==> config.mk <==
export PLATFORM = sky130hd
export DESIGN_NAME = branch_resolver
export DESIGN_NICKNAME = d
export VERILOG_FILES = /design/src/rtl/branch_resolver_pkg.sv /design/src/rtl/branch_resolver_flag_pend_counter.sv /design/src/rtl/branch_resolver.sv
export SDC_FILE = /design/constraint.sdc
export NUM_CORES = 1
export LEC_CHECK = 0
export ABC_AREA = 1
export CAP_MARGIN = 5
export CORE_MARGIN = 10
export CORE_UTILIZATION = 60
export CTS_BUF_LIST = sky130_fd_sc_hd__clkbuf_8
export DETAILED_ROUTE_END_ITERATION = 12
export GPL_TIMING_DRIVEN = 0
export PLACE_DENSITY_LB_ADDON = 0.25
export SLEW_MARGIN = 30
export SYNTH_ARGS = -nofsm -noshare
export SYNTH_HDL_FRONTEND = slang
export SYNTH_SLANG_ARGS = --single-unit
==> constraint.sdc <==
create_clock -name clk -period 6.5 [get_ports clk]
set_input_delay 1.3 -clock clk [delete_from_list [all_inputs] [get_ports clk]]
set_output_delay 1.3 -clock clk [all_outputs]
set_load 0.03 [all_outputs]
==> src/rtl/branch_resolver_pkg.sv <==
// Shared definitions for the branch resolver: condition codes, FSM states,
// and the condition evaluation / flag-dependency helpers.
package branch_resolver_pkg;

  localparam logic [2:0] COND_EQ = 3'd0;
  localparam logic [2:0] COND_NE = 3'd1;
  localparam logic [2:0] COND_LT = 3'd2;
  localparam logic [2:0] COND_GE = 3'd3;
  localparam logic [2:0] COND_GT = 3'd4;
  localparam logic [2:0] COND_LE = 3'd5;
  localparam logic [2:0] COND_VS = 3'd6;
  localparam logic [2:0] COND_AL = 3'd7;

  typedef enum logic [1:0] {
    ST_IDLE = 2'd0,
    ST_WAIT = 2'd1,
    ST_RESP = 2'd2
  } state_t;

  // Evaluate a condition code against the committed V/N/Z flags.
  function automatic logic cond_eval(input logic [2:0] cond, input logic v,
                                     input logic n, input logic z);
    logic lt;
    lt = n ^ v;
    case (cond)
      COND_EQ: cond_eval = z;
      COND_NE: cond_eval = ~z;
      COND_LT: cond_eval = lt;
      COND_GE: cond_eval = ~lt;
      COND_GT: cond_eval = ~z & ~lt;
      COND_LE: cond_eval = z | lt;
      COND_VS: cond_eval = v;
      default: cond_eval = 1'b1;
    endcase
  endfunction

  // True when the condition reads the Z flag.
  function automatic logic cond_needs_z(input logic [2:0] cond);
    case (cond)
      COND_EQ, COND_NE, COND_GT, COND_LE: cond_needs_z = 1'b1;
      default:                            cond_needs_z = 1'b0;
    endcase
  endfunction

  // True when the condition reads V and/or N.
  function automatic logic cond_needs_vn(input logic [2:0] cond);
    case (cond)
      COND_LT, COND_GE, COND_VS, COND_GT, COND_LE: cond_needs_vn = 1'b1;
      default:                                     cond_needs_vn = 1'b0;
    endcase
  endfunction

endpackage

==> src/rtl/branch_resolver_flag_pend_counter.sv <==
// Counts flag-writing instructions issued but not yet committed. Saturates
// at both ends instead of wrapping, and latches a sticky error when an
// increment at the maximum or a decrement at zero is attempted.
module flag_pend_counter #(
  parameter int PEND_W = 3
) (
  input  logic              clk,
  input  logic              rst,
  input  logic              inc,
  input  logic              dec,
  output logic [PEND_W-1:0] cnt,
  output logic              zero,
  output logic              err
);

  localparam logic [PEND_W-1:0] CNT_MAX = '1;

  // Issue adds one, commit removes one; both together leave the count alone.
  always_ff @(posedge clk or posedge rst) begin
    if (rst) begin
      cnt <= '0;
      err <= 1'b0;
    end else if (inc && !dec) begin
      if (cnt == CNT_MAX) err <= 1'b1;
      else                cnt <= cnt + 1'b1;
    end else if (dec && !inc) begin
      if (cnt == '0) err <= 1'b1;
      else           cnt <= cnt - 1'b1;
    end
  end

  assign zero = (cnt == '0);

endmodule

==> src/rtl/branch_resolver.sv <==
// Conditional-branch resolver: holds a branch from decode until every
// in-flight writer of the flags it reads has committed, then evaluates the
// condition and hands taken/target to fetch through a valid/ready handshake.
module branch_resolver
  import branch_resolver_pkg::*;
#(
  parameter int ADDR_W = 32,
  parameter int OFF_W  = 16,
  parameter int PEND_W = 3
) (
  input  logic              clk,
  input  logic              rst,
  input  logic              br_valid,
  output logic              br_ready,
  input  logic [2:0]        br_cond,
  input  logic [ADDR_W-1:0] br_pc,
  input  logic [OFF_W-1:0]  br_off,
  input  logic              iss_z,
  input  logic              iss_vn,
  input  logic              cmt_z,
  input  logic              cmt_vn,
  input  logic              V,
  input  logic              N,
  input  logic              Z,
  output logic              res_valid,
  input  logic              res_ready,
  output logic              res_taken,
  output logic [ADDR_W-1:0] res_target,
  output logic              stall,
  output logic              pend_err
);

  localparam int EXT_W = ADDR_W - OFF_W - 2;

  state_t             state, state_nxt;
  logic [2:0]         cond_q;
  logic [ADDR_W-1:0]  pc_q;
  logic [OFF_W-1:0]   off_q;

  logic [PEND_W-1:0]  pend_z, pend_vn;
  logic               zero_z, zero_vn;
  logic               err_z, err_vn;
  logic               unused_cnt;

  logic               wait_clear;
  logic               taken_eval;
  logic [ADDR_W-1:0]  pc_plus4;
  logic [ADDR_W-1:0]  byte_off;
  logic [ADDR_W-1:0]  target_eval;

  flag_pend_counter #(.PEND_W(PEND_W)) u_pend_z (
    .clk  (clk),
    .rst  (rst),
    .inc  (iss_z),
    .dec  (cmt_z),
    .cnt  (pend_z),
    .zero (zero_z),
    .err  (err_z)
  );

  flag_pend_counter #(.PEND_W(PEND_W)) u_pend_vn (
    .clk  (clk),
    .rst  (rst),
    .inc  (iss_vn),
    .dec  (cmt_vn),
    .cnt  (pend_vn),
    .zero (zero_vn),
    .err  (err_vn)
  );

  assign unused_cnt = ^{pend_z, pend_vn};
  assign pend_err   = err_z | err_vn;

  // Only the registered counts gate the wait, so a writer issued this same
  // cycle is younger than the branch and cannot hold it back.
  assign wait_clear = (zero_z  || !cond_needs_z(cond_q)) &&
                      (zero_vn || !cond_needs_vn(cond_q));

  assign taken_eval  = cond_eval(cond_q, V, N, Z);
  assign pc_plus4    = pc_q + ADDR_W'(4);
  assign byte_off    = {{EXT_W{off_q[OFF_W-1]}}, off_q, 2'b00};
  assign target_eval = taken_eval ? (pc_plus4 + byte_off) : pc_plus4;

  // State register.
  always_ff @(posedge clk or posedge rst) begin
    if (rst) state <= ST_IDLE;
    else     state <= state_nxt;
  end

  // Next-state logic: accept, wait for flags, present result.
  always_comb begin
    state_nxt = state;
    case (state)
      ST_IDLE: if (br_valid)   state_nxt = ST_WAIT;
      ST_WAIT: if (wait_clear) state_nxt = ST_RESP;
      ST_RESP: if (res_ready)  state_nxt = ST_IDLE;
      default:                 state_nxt = ST_IDLE;
    endcase
  end

  // Capture the request on accept and the result when the flags are settled.
  always_ff @(posedge clk or posedge rst) begin
    if (rst) begin
      cond_q     <= '0;
      pc_q       <= '0;
      off_q      <= '0;
      res_taken  <= 1'b0;
      res_target <= '0;
    end else begin
      if (state == ST_IDLE && br_valid) begin
        cond_q <= br_cond;
        pc_q   <= br_pc;
        off_q  <= br_off;
      end
      if (state == ST_WAIT && wait_clear) begin
        res_taken  <= taken_eval;
        res_target <= target_eval;
      end
    end
  end

  assign br_ready  = (state == ST_IDLE);
  assign stall     = (state == ST_WAIT);
  assign res_valid = (state == ST_RESP);

endmodule

Word-level counts from Yosys, hierarchy flattened
Cells that the tools add are included.
- output and inout port bits: 37
- logic and storage cells: 95
- input bits: 62
- register bits: 94
- mux-type cells: 24
- bitwise logic cells: 6
- add/subtract/negate cells: 6
- reductions and logical operators: 30
- equal/unequal tests: 19
- operators with widths (operator ; number):
    $add 32x3->32 const B ; 1
    $add 32x32->32 ; 1
    $mux 32 ; 1
    $mux 3 ; 8
    $eq 3x3->1 const B ; 5
    $reduce_and 3->1 ; 5
    $mux 1 ; 10
    $ne 2x2->1 const B ; 5
    $logic_not 3->1 ; 3
    $ne 2x1->1 const B ; 4
    $reduce_bool 2->1 ; 4
    $logic_and 1x1->1 ; 7
    $pmux 1 s7 ; 1
    $add 3x1->3 const B ; 2
    $eq 3x2->1 const B ; 2
    $logic_not 1->1 ; 6
    $mux 2 ; 3
    $pmux 2 s3 ; 1
    $sub 3x1->3 const B ; 2
    $reduce_or 5->1 ; 1
    $reduce_or 4->1 ; 1
    $eq 3x1->1 const B ; 1
    $eq 2x1->1 const B ; 1
    $eq 2x2->1 const B ; 1
    other kinds (6) ; 9

Logic depth before layout (Yosys ltp)
Gate-level depths: netlist (run 1).
- depth in word-level cells: 8
- gate-level depth with buffers: 24
- mapped depth without buffers: 24

Hierarchy
Synthesis (run 1) repeated with hierarchy kept, for this count alone.
- cells, all modules: 1067
- area total of the unflattened synthesis: 7439.6 um^2
- modules (own cells, without submodules) (module ; area each (um^2) ; cells an instance ; instances ; seq. area each (um^2)):
    branch_resolver ; 6869.1 ; 987 ; 1 ; 2152.1
    flag_pend_counter ; 285.3 ; 40 ; 2 ; 100.1

Worst setup path before layout (run 1)
Ideal clock, no wire load.
- kind: reg-to-reg
- start point: reg pc_q[2]
- end point: reg res_target[31]
- arrival time: 2.509 ns
- library setup time: 0.113 ns
- stages on the path, launching flop included: 22
- period minus slack after synthesis: 2.622 ns
- path buffers: 0
- slack: 3.878 ns
- data required time: 6.387 ns
- cells stage by stage: dfrtp_1 ha_1 nand2_1 nor2_1 nand3_1 nor3_2 xor2_1 inv_1 ha_1 nand2_1 nor2_1 nand2_1 nand2_1 nand2_1 nand2_1 inv_1 nand2_1 inv_1 nand2_1 nand3_1 nand2_1 inv_1
- cells in the longest elaborated chain, start to end: 3
- RTL lines (element ; line ; text):
    start, declared ; branch_resolver.sv:37 ; logic [ADDR_W-1:0] pc_q;
    start signal, assigned ; branch_resolver.sv:112 ; pc_q <= br_pc;
    $add 32x3->32 (*) ; branch_resolver.sv:80 ; assign pc_plus4 = pc_q + ADDR_W'(4);
    $add 32x32->32 ; branch_resolver.sv:82 ; assign target_eval = taken_eval ? (pc_plus4 + byte_off) : pc_plus4;
    $mux 32 (*) ; branch_resolver.sv:82 ;
    end signal, assigned ; branch_resolver.sv:117 ; res_target <= target_eval;
    end, declared ; branch_resolver.sv:28 ; output logic [ADDR_W-1:0] res_target,
Mark *: on every way between the ends. The rest lies on a longest branch, timed or not.
A chain may end at the register's enable or synchronous reset.

Worst setup path after layout (run 1)
Same ends and word-level chain as after synthesis.

==> results of run 1 <==
## metrics by stage
stage	setup slack [ns]	total power, mW
4_1_cts	3.149	4.988
2_1_floorplan	2.751	3.523
5_1_grt	2.631	5.474
6_report	3.118	5.029
3_5_place_dp	3.161	4.480
3_3_place_gp	1.375	4.394
## cell type report
cell class	count	area, µm²	share of cell area [%]
Tap cell	140	175.2	2.125
Multi-Input combinational cell	702	3914	47.48
Inverter	130	493.0	5.981
Sequential cell	94	2352	28.54
Clock inverter	7	101.3	1.230
Buffer	15	75.07	0.9107
Clock buffer	9	123.9	1.503
Timing Repair Buffer	99	1008	12.23
## cell families after synthesis
group	Yosys count
AO/OA/AOI/OAI	107
XOR/XNOR	36
adder cells (fa/ha/maj)	42
buffers and inverters	145
flip-flops	94
multiplexers	35
AND/OR/NAND/NOR	482
## power by group
group / total [mW] / switching, mW / internal [mW]
combinational: 3.41 / 2.14 / 1.26
clock: 0.471 / 0.249 / 0.223
sequential: 1.15 / 0.276 / 0.874
total: 5.03 / 2.67 / 2.36
## path summary, 6_finish.rpt
check	startpoint	to	slack, ns
max	pc_q[2]	res_target[31]	3.12
min	pc_q[1]	res_target[1]	0.47
max reg2reg	pc_q[2]	res_target[31]	3.12
min reg2reg	pc_q[1]	res_target[1]	0.47
max in group asynchronous	rst	res_target[9]	4.66
min in group asynchronous	rst	u_pend_z.cnt[2]	1.25
## cells in the final DEF (no fill, tap or decap), types with 11 or more instances in the layout
master	count
a21oi_1	63
clkdlybuf4s50_1	98
dfrtp_1	94
ha_1	39
inv_1	127
mux2_2	35
nand2_1	258
nand3_1	70
nand4_1	17
nor2_1	101
o21ai_0	16
or2_2	11
xor2_1	28
## flip-flops by register name, summed over array words and instances, names as in the netlist, 2 cells and up
register and count:
state 2, u_pend_z.cnt 3, cond_q 3, u_pend_vn.cnt 3, res_target 32, pc_q 32, off_q 16
## cells in the mapped netlist (2+ instances only)
cell type / n
nor2_1: 101
o22ai_1: 7
a22oi_1: 3
nor2_4: 4
ha_1: 39
clkbuf_1: 3
buf_4: 2
nand4_1: 17
inv_1: 127
nor3_1: 9
nand3b_1: 2
o211ai_1: 4
nor3_2: 2
inv_2: 3
a21o_1: 2
xnor2_1: 8
o21ai_0: 16
a21oi_1: 63
nand2_2: 3
xor2_1: 28
fa_1: 3
dfrtp_1: 94
a21boi_0: 3
nand2_1: 258
buf_2: 9
nand3_1: 70
or2_2: 11
o21bai_1: 5
mux2_2: 35
## metal layers
metal / vias up / share of wire (%) / global-route usage (%)
met5: - / 0 / 0
met4: 0 / 3.7 / 10.11
met3: 64 / 8.1 / 6.747
met2: 251 / 47 / 41.19
met1: 3057 / 42 / 30.40
li1: 3257 / - / -
## worst max-delay path: stages, from the launching register on
cell	delay [ns]
dfrtp_1	0.43
ha_1	0.21
nand2_1	0.06
nor2_1	0.25
nand3_1	0.25
nor3_2	0.30
xor2_1	0.26
inv_1	0.09
ha_1	0.39
nand2_1	0.12
nor2_1	0.23
nand2_1	0.08
nand2_1	0.08
nand2_1	0.05
nand2_1	0.05
inv_1	0.03
nand2_1	0.11
inv_1	0.05
nand2_1	0.06
nand3_1	0.06
nand2_1	0.06
inv_1	0.04
==> results.md, run 1 <==
- Status: complete, no violations
- Ant. Diodes: 0
- GPL Wtd Cong: about 0.95
- Hold slack: between 0.4 and 0.5 ns
- Worst Tran Pin Value: 0.8414 ns
- Critical path arrival: between 3 and 4 ns
- Final Hold Viols: 0
- GR Overflow Total: 0
- Max-cap violations: 0
- Total CTS buffers: 9
- Layout cells sized above 1: around 8.4%
- # fillers: about 860
- Post-CTS Setup Inserts: 0
- CTS tree: done
- Sink Count: 94
- Routed wire per std cell: 16.75 µm
- Post-DP HPWL: roughly 16 mm
- Post-synthesis sequential element count: 94
- Hold Path Class: reg -> reg
- Fmax: just under 0.3 GHz
- Core area: 10980 µm²
- Cell area power density: slightly above 600 nW/µm²
- Vias in the first global route: approximately 6.7k
- Iteration-0 DRC Markers: about 650
- RSZ-0062 raised after global routing: false
- Hold Crit Depth: 2
- Sequential cell area fraction in the yosys report: around a third
- Fin crit period: between 3 and 4 ns
- Post-synthesis simple-gate area fraction: 30.19%
- Initial Util: about 62%
- Post-synth EDFFs: 0
- Vias post-DR: 6629
- Worst Setup Start Kind: flop
- Largest family of logic cells by synthesized area: simple AND/OR/NAND/NOR gates
- Netlist cell types: 39
- Lkg Pwr: around 4 nW
- Clock buffer depth: 2
- Gr usage total: 25.02%
- Die X: 126.7 µm
- Setup Crit Path Kind: reg -> reg
- Fin util: approximately three quarters
- Final instance area: 8243 µm²
- Largest area contributor in the synthesized netlist: dfrtp_1
- Number of I/O port buffers: 98
- Ys flop type: dfrtp_1
- Hold_buf cts: 0
- VDD IR max: between 0.0004 and 0.0005 V
- Placed Area: 8018 µm²
- Post-route ant nets: 0
- Required @ worst endpoint: about 7 ns
- Period utilisation layout: around 52%
- Global-route wire length before repair: between 30 and 40 mm
- Post-Synth XOR/XNOR Area: 4.617%
- # nets final: 1155
- Cell row count: 38
- Synth Area in Adders: 8.025%
- Clk Latency, worst-skew pair: roughly 0.41 ns
- Critical path capture point type: flop
- Mux cell area share after synthesis: 5.771%
- Largest net degree at the start of global routing: between 50 and 60
- Placed cells: approximately 1.2k
- Ys async rst share: 100.0%
- Post-route insts no fill: 1196
- Syn Nets: ~1.0k
- Top-area cell type share of the netlist area: between 30 and 40%
- Skew final: around 0.017 ns
- Clock Pin Slew Worst Setup and Hold Paths: roughly 0.11 ns
- Layout Area Growth over Synthesis: 20.70%
- DRT Pass-1 Iters: 7
- Vert. Die Dim: 126.7 µm
- Setup Viol. Count Final: 0
- Max-slew violation count: 0
- R2R depth: 21
- Post-synthesis average cell area: 7.257 µm²
- Die footprint: roughly 16000 µm²
- Cell Area, Synth: roughly 7000 µm²
- Initial antenna violation count: 0
- Root buffer cell: clkbuf_8
- Synth area leaders: dfrtp_1, nand2_1, ha_1
- Post-route DRC: 0
- Mapped Cells: around 940
- Crit Path Max Fanout: 5
- IO Pins: 99
- Ys Warns: 0
- Setup tns final: 0 ns
- PostCTS Resize Cnt: 0
- H-Tree Depth: 3
- Post-synthesis compound-gate area fraction: around 8.7%
- Detailed-route wire length: 20.03 mm
- Relative slew slack: a little over two fifths
- Via density: about 5.5
Power figures use the tool's default switching activity.
==> run 2: changes to the inputs <==
CORE_UTILIZATION = 52   (was 60)
clock period = 2.9 ns   (was 6.5 ns; I/O delays follow)
==> run 2 against run 1 <==
Against the previous run:
- the flow now finishes with violations (negative setup slack)
- total power rose to 2.5 times the previous value
- register-to-register slack worse by 3.2 ns
- worst hold slack worse by 0.0010 ns
- clock-buffer cell count up 1
- critical endpoint is now res_target[22]
- highest routed layer unchanged
==> results.md, run 2 (synthesis gave the netlist of run 1 again) <==
- Status: complete, but fails checks
- Failing checks: negative setup slack
- Core area: 12720 µm² (+16%)
- Post-route insts no fill: 1277 (+6.8%)
- Root buffer cell: clkbuf_8
- Critical path arrival: 3.25 ns (-0.44 ns)
- Fin crit period: 2.942 ns (-0.4400 ns)
- Fmax: 0.3399 GHz (+15%)
- Ant. Diodes: 0 (unchanged)
- Iteration-0 DRC Markers: 609 (-5.6%)
- Number of I/O port buffers: 98 (unchanged)
- GR Util met3: 5.045% (-1.7 points)
- Setup slack after layout: -0.04165 ns (-3.160 ns)
- Lkg Pwr: 4.405 nW (+7.7%)
- GR Overflow Total: 0 (unchanged)
- # nets final: 1204 (+4.2%)
- Routed wire per std cell: 17.18 µm (+2.6%)
- Post-route DRC: 0 (unchanged)
- RSZ-0062 raised after global routing: true
- Setup Crit Path Kind: reg -> reg
- VDD IR max: 0.0005980 V (+49%)
- Met1 GRT Util: 28.38% (-2.0 points)
- Hold_buf cts: 0 (unchanged)
- Max-cap violations: 0 (unchanged)
- Final Hold Viols: 0 (unchanged)
- Post-DP HPWL: 16.19 mm (+3.4%)
- H-Tree Depth: 3 (unchanged)
- Hold Path Class: reg -> reg
- Required @ worst endpoint: 3.20 ns (-3.61 ns)
- Gr usage total: 22.98% (-2.0 points)
- Post-route ant nets: 0 (unchanged)
- Vias in the first global route: 6639 (-0.17%)
- Max-slew violation count: 0 (unchanged)
- Period utilisation layout: 101.4% (+49 points)
- Vias post-DR: 6938 (+4.7%)
- Gr busiest metal: met2
- Die footprint: 18120 µm² (+13%)
- Clock Pin Slew Worst Setup and Hold Paths: 0.10 ns (about the same)
- Detailed-route wire length: 21.94 mm (+9.5%)
- Crit Path Max Fanout: 5 (unchanged)
- GPL Wtd Cong: 0.9169 (-3.7%)
- Largest net degree at the start of global routing: 31 (-46%)
- Initial Util: 53.68% (-8.5 points)
- Layout cells sized above 1: 22.08% (+14 points)
- Sink Count: 94 (unchanged)
- Clk Latency, worst-skew pair: 0.40 ns (about the same)
- DRT Pass-1 Iters: 7 (unchanged)
- Worst Setup Start Kind: flop
- Via density: 5.433 (-2.0%)
- Most common cell after layout, fill and taps aside: nand2_1
- Vert. Die Dim: 134.6 µm (+6.2%)
- Total CTS buffers: 9 (unchanged)
- Hold slack: 0.4660 ns (-0.001025 ns)
- Dpl ws: -0.4606 ns (-3.621 ns)
- Cell row count: 41 (+7.9%)
- Fin util: 72.57% (-2.5 points)
- Relative slew slack: 53.66% (+9.8 points)
- Skew final: 0.01676 ns (-0.0006672 ns)
- Largest regs: pc_q x32, res_target x32, off_q x16
- Layout Area Growth over Synthesis: 35.20%
- Setup Viol. Count Final: 5 (+5)
- Die X: 134.6 µm (+6.2%)
- IO Pins: 99 (unchanged)
- GR Util met2: 38.60% (-2.6 points)
- Placed cells: 1214 (+2.9%)
- Critical path capture point type: flop
- Cell area power density: 1383 nW/µm² (+130%)
- Global-route wire length before repair: 33.22 mm (+2.1%)
- Most frequent cells in the layout: nand2_1, inv_1, clkdlybuf4s50_1, dfrtp_1, nor2_1
- Clock buffer depth: 2 (unchanged)
- Worst Tran Pin Value: 0.6951 ns (-0.1463 ns)
- Initial antenna violation count: 0 (unchanged)
- CTS tree: done
## run 2: changes by cell type in the layout (fill, tap and decap cells not counted), sizes merged
cell / change
clkinvlp: +3
bufinv: -2
clkbuf: +1
inv: -4
buf: +49
clkinv: +2
## run 2: worst max-delay path, stage by stage (launching register included)
cell,delay (ns)
dfrtp_1,0.41
buf_4,0.14
ha_1,0.15
inv_2,0.07
nor3_4,0.21
nand3_2,0.12
nor2_2,0.17
xor2_1,0.27
ha_1,0.27
nand2_1,0.15
nor2_2,0.14
inv_1,0.09
nor3_4,0.16
nand4_1,0.13
nand4_1,0.12
nand3_2,0.12
nand2_1,0.09
inv_1,0.04
## run 2: where the power goes
part	switching [mW]	internal, mW	total [mW]
registers	0.659	1.96	2.62
clock network	0.541	0.342	0.882
logic	5.55	3.72	9.27
total	6.75	6.02	12.8
## run 2: metrics by stage
stage	area [µm²]	power, mW	TNS [ns]
global placement	8029	9.941	-3.045
finish	9233	12.77	-0.1516
CTS	8503	11.35	-0.06166
global route	9233	13.76	-2.266
detailed placement	8089	10.10	-3.420
floorplan	6833	7.896	0
## run 2: what timing repair did
action                     in CTS  in global routing
pin swaps                      11                 39
setup endpoints to repair      15                 18
cloned                          0                  0
setup buffers                   7                 40
hold endpoints to repair        0                  0
gates resized for setup        38                 98
## run 2: final cells by class
class / count / area [µm²]
timing repair buffer: 148 / 1398
inverter: 130 / 491.7
tap: 172 / 215.2
fill: 1027 / 3490
clock inverter: 6 / 45.04
buffer: 15 / 75.07
sequential: 94 / 2357
multi-input combinational: 702 / 4513
clock buffer: 10 / 137.6
## run 2: worst paths after layout
check                                    from  slack, ns  cells after the start             end
worst min register to register  u_pend_vn.err       0.47                      2   u_pend_vn.err
min in group asynchronous                 rst       0.49                      2         pc_q[2]
worst max-delay path                  pc_q[2]      -0.04                     17  res_target[22]
max in group asynchronous                 rst       1.94                      3       off_q[15]
worst max register to register        pc_q[2]      -0.04                     17  res_target[22]
worst min-delay path            u_pend_vn.err       0.47                      2   u_pend_vn.err
## run 2: layer usage
| layer | share of wire, % | vias up |
|---|---|---|
| li1 | - | 3335 |
| met1 | 42 | 3277 |
| met4 | 2.7 | 0 |
| met2 | 49 | 280 |
| met5 | 0 | - |
| met3 | 6.4 | 46 |
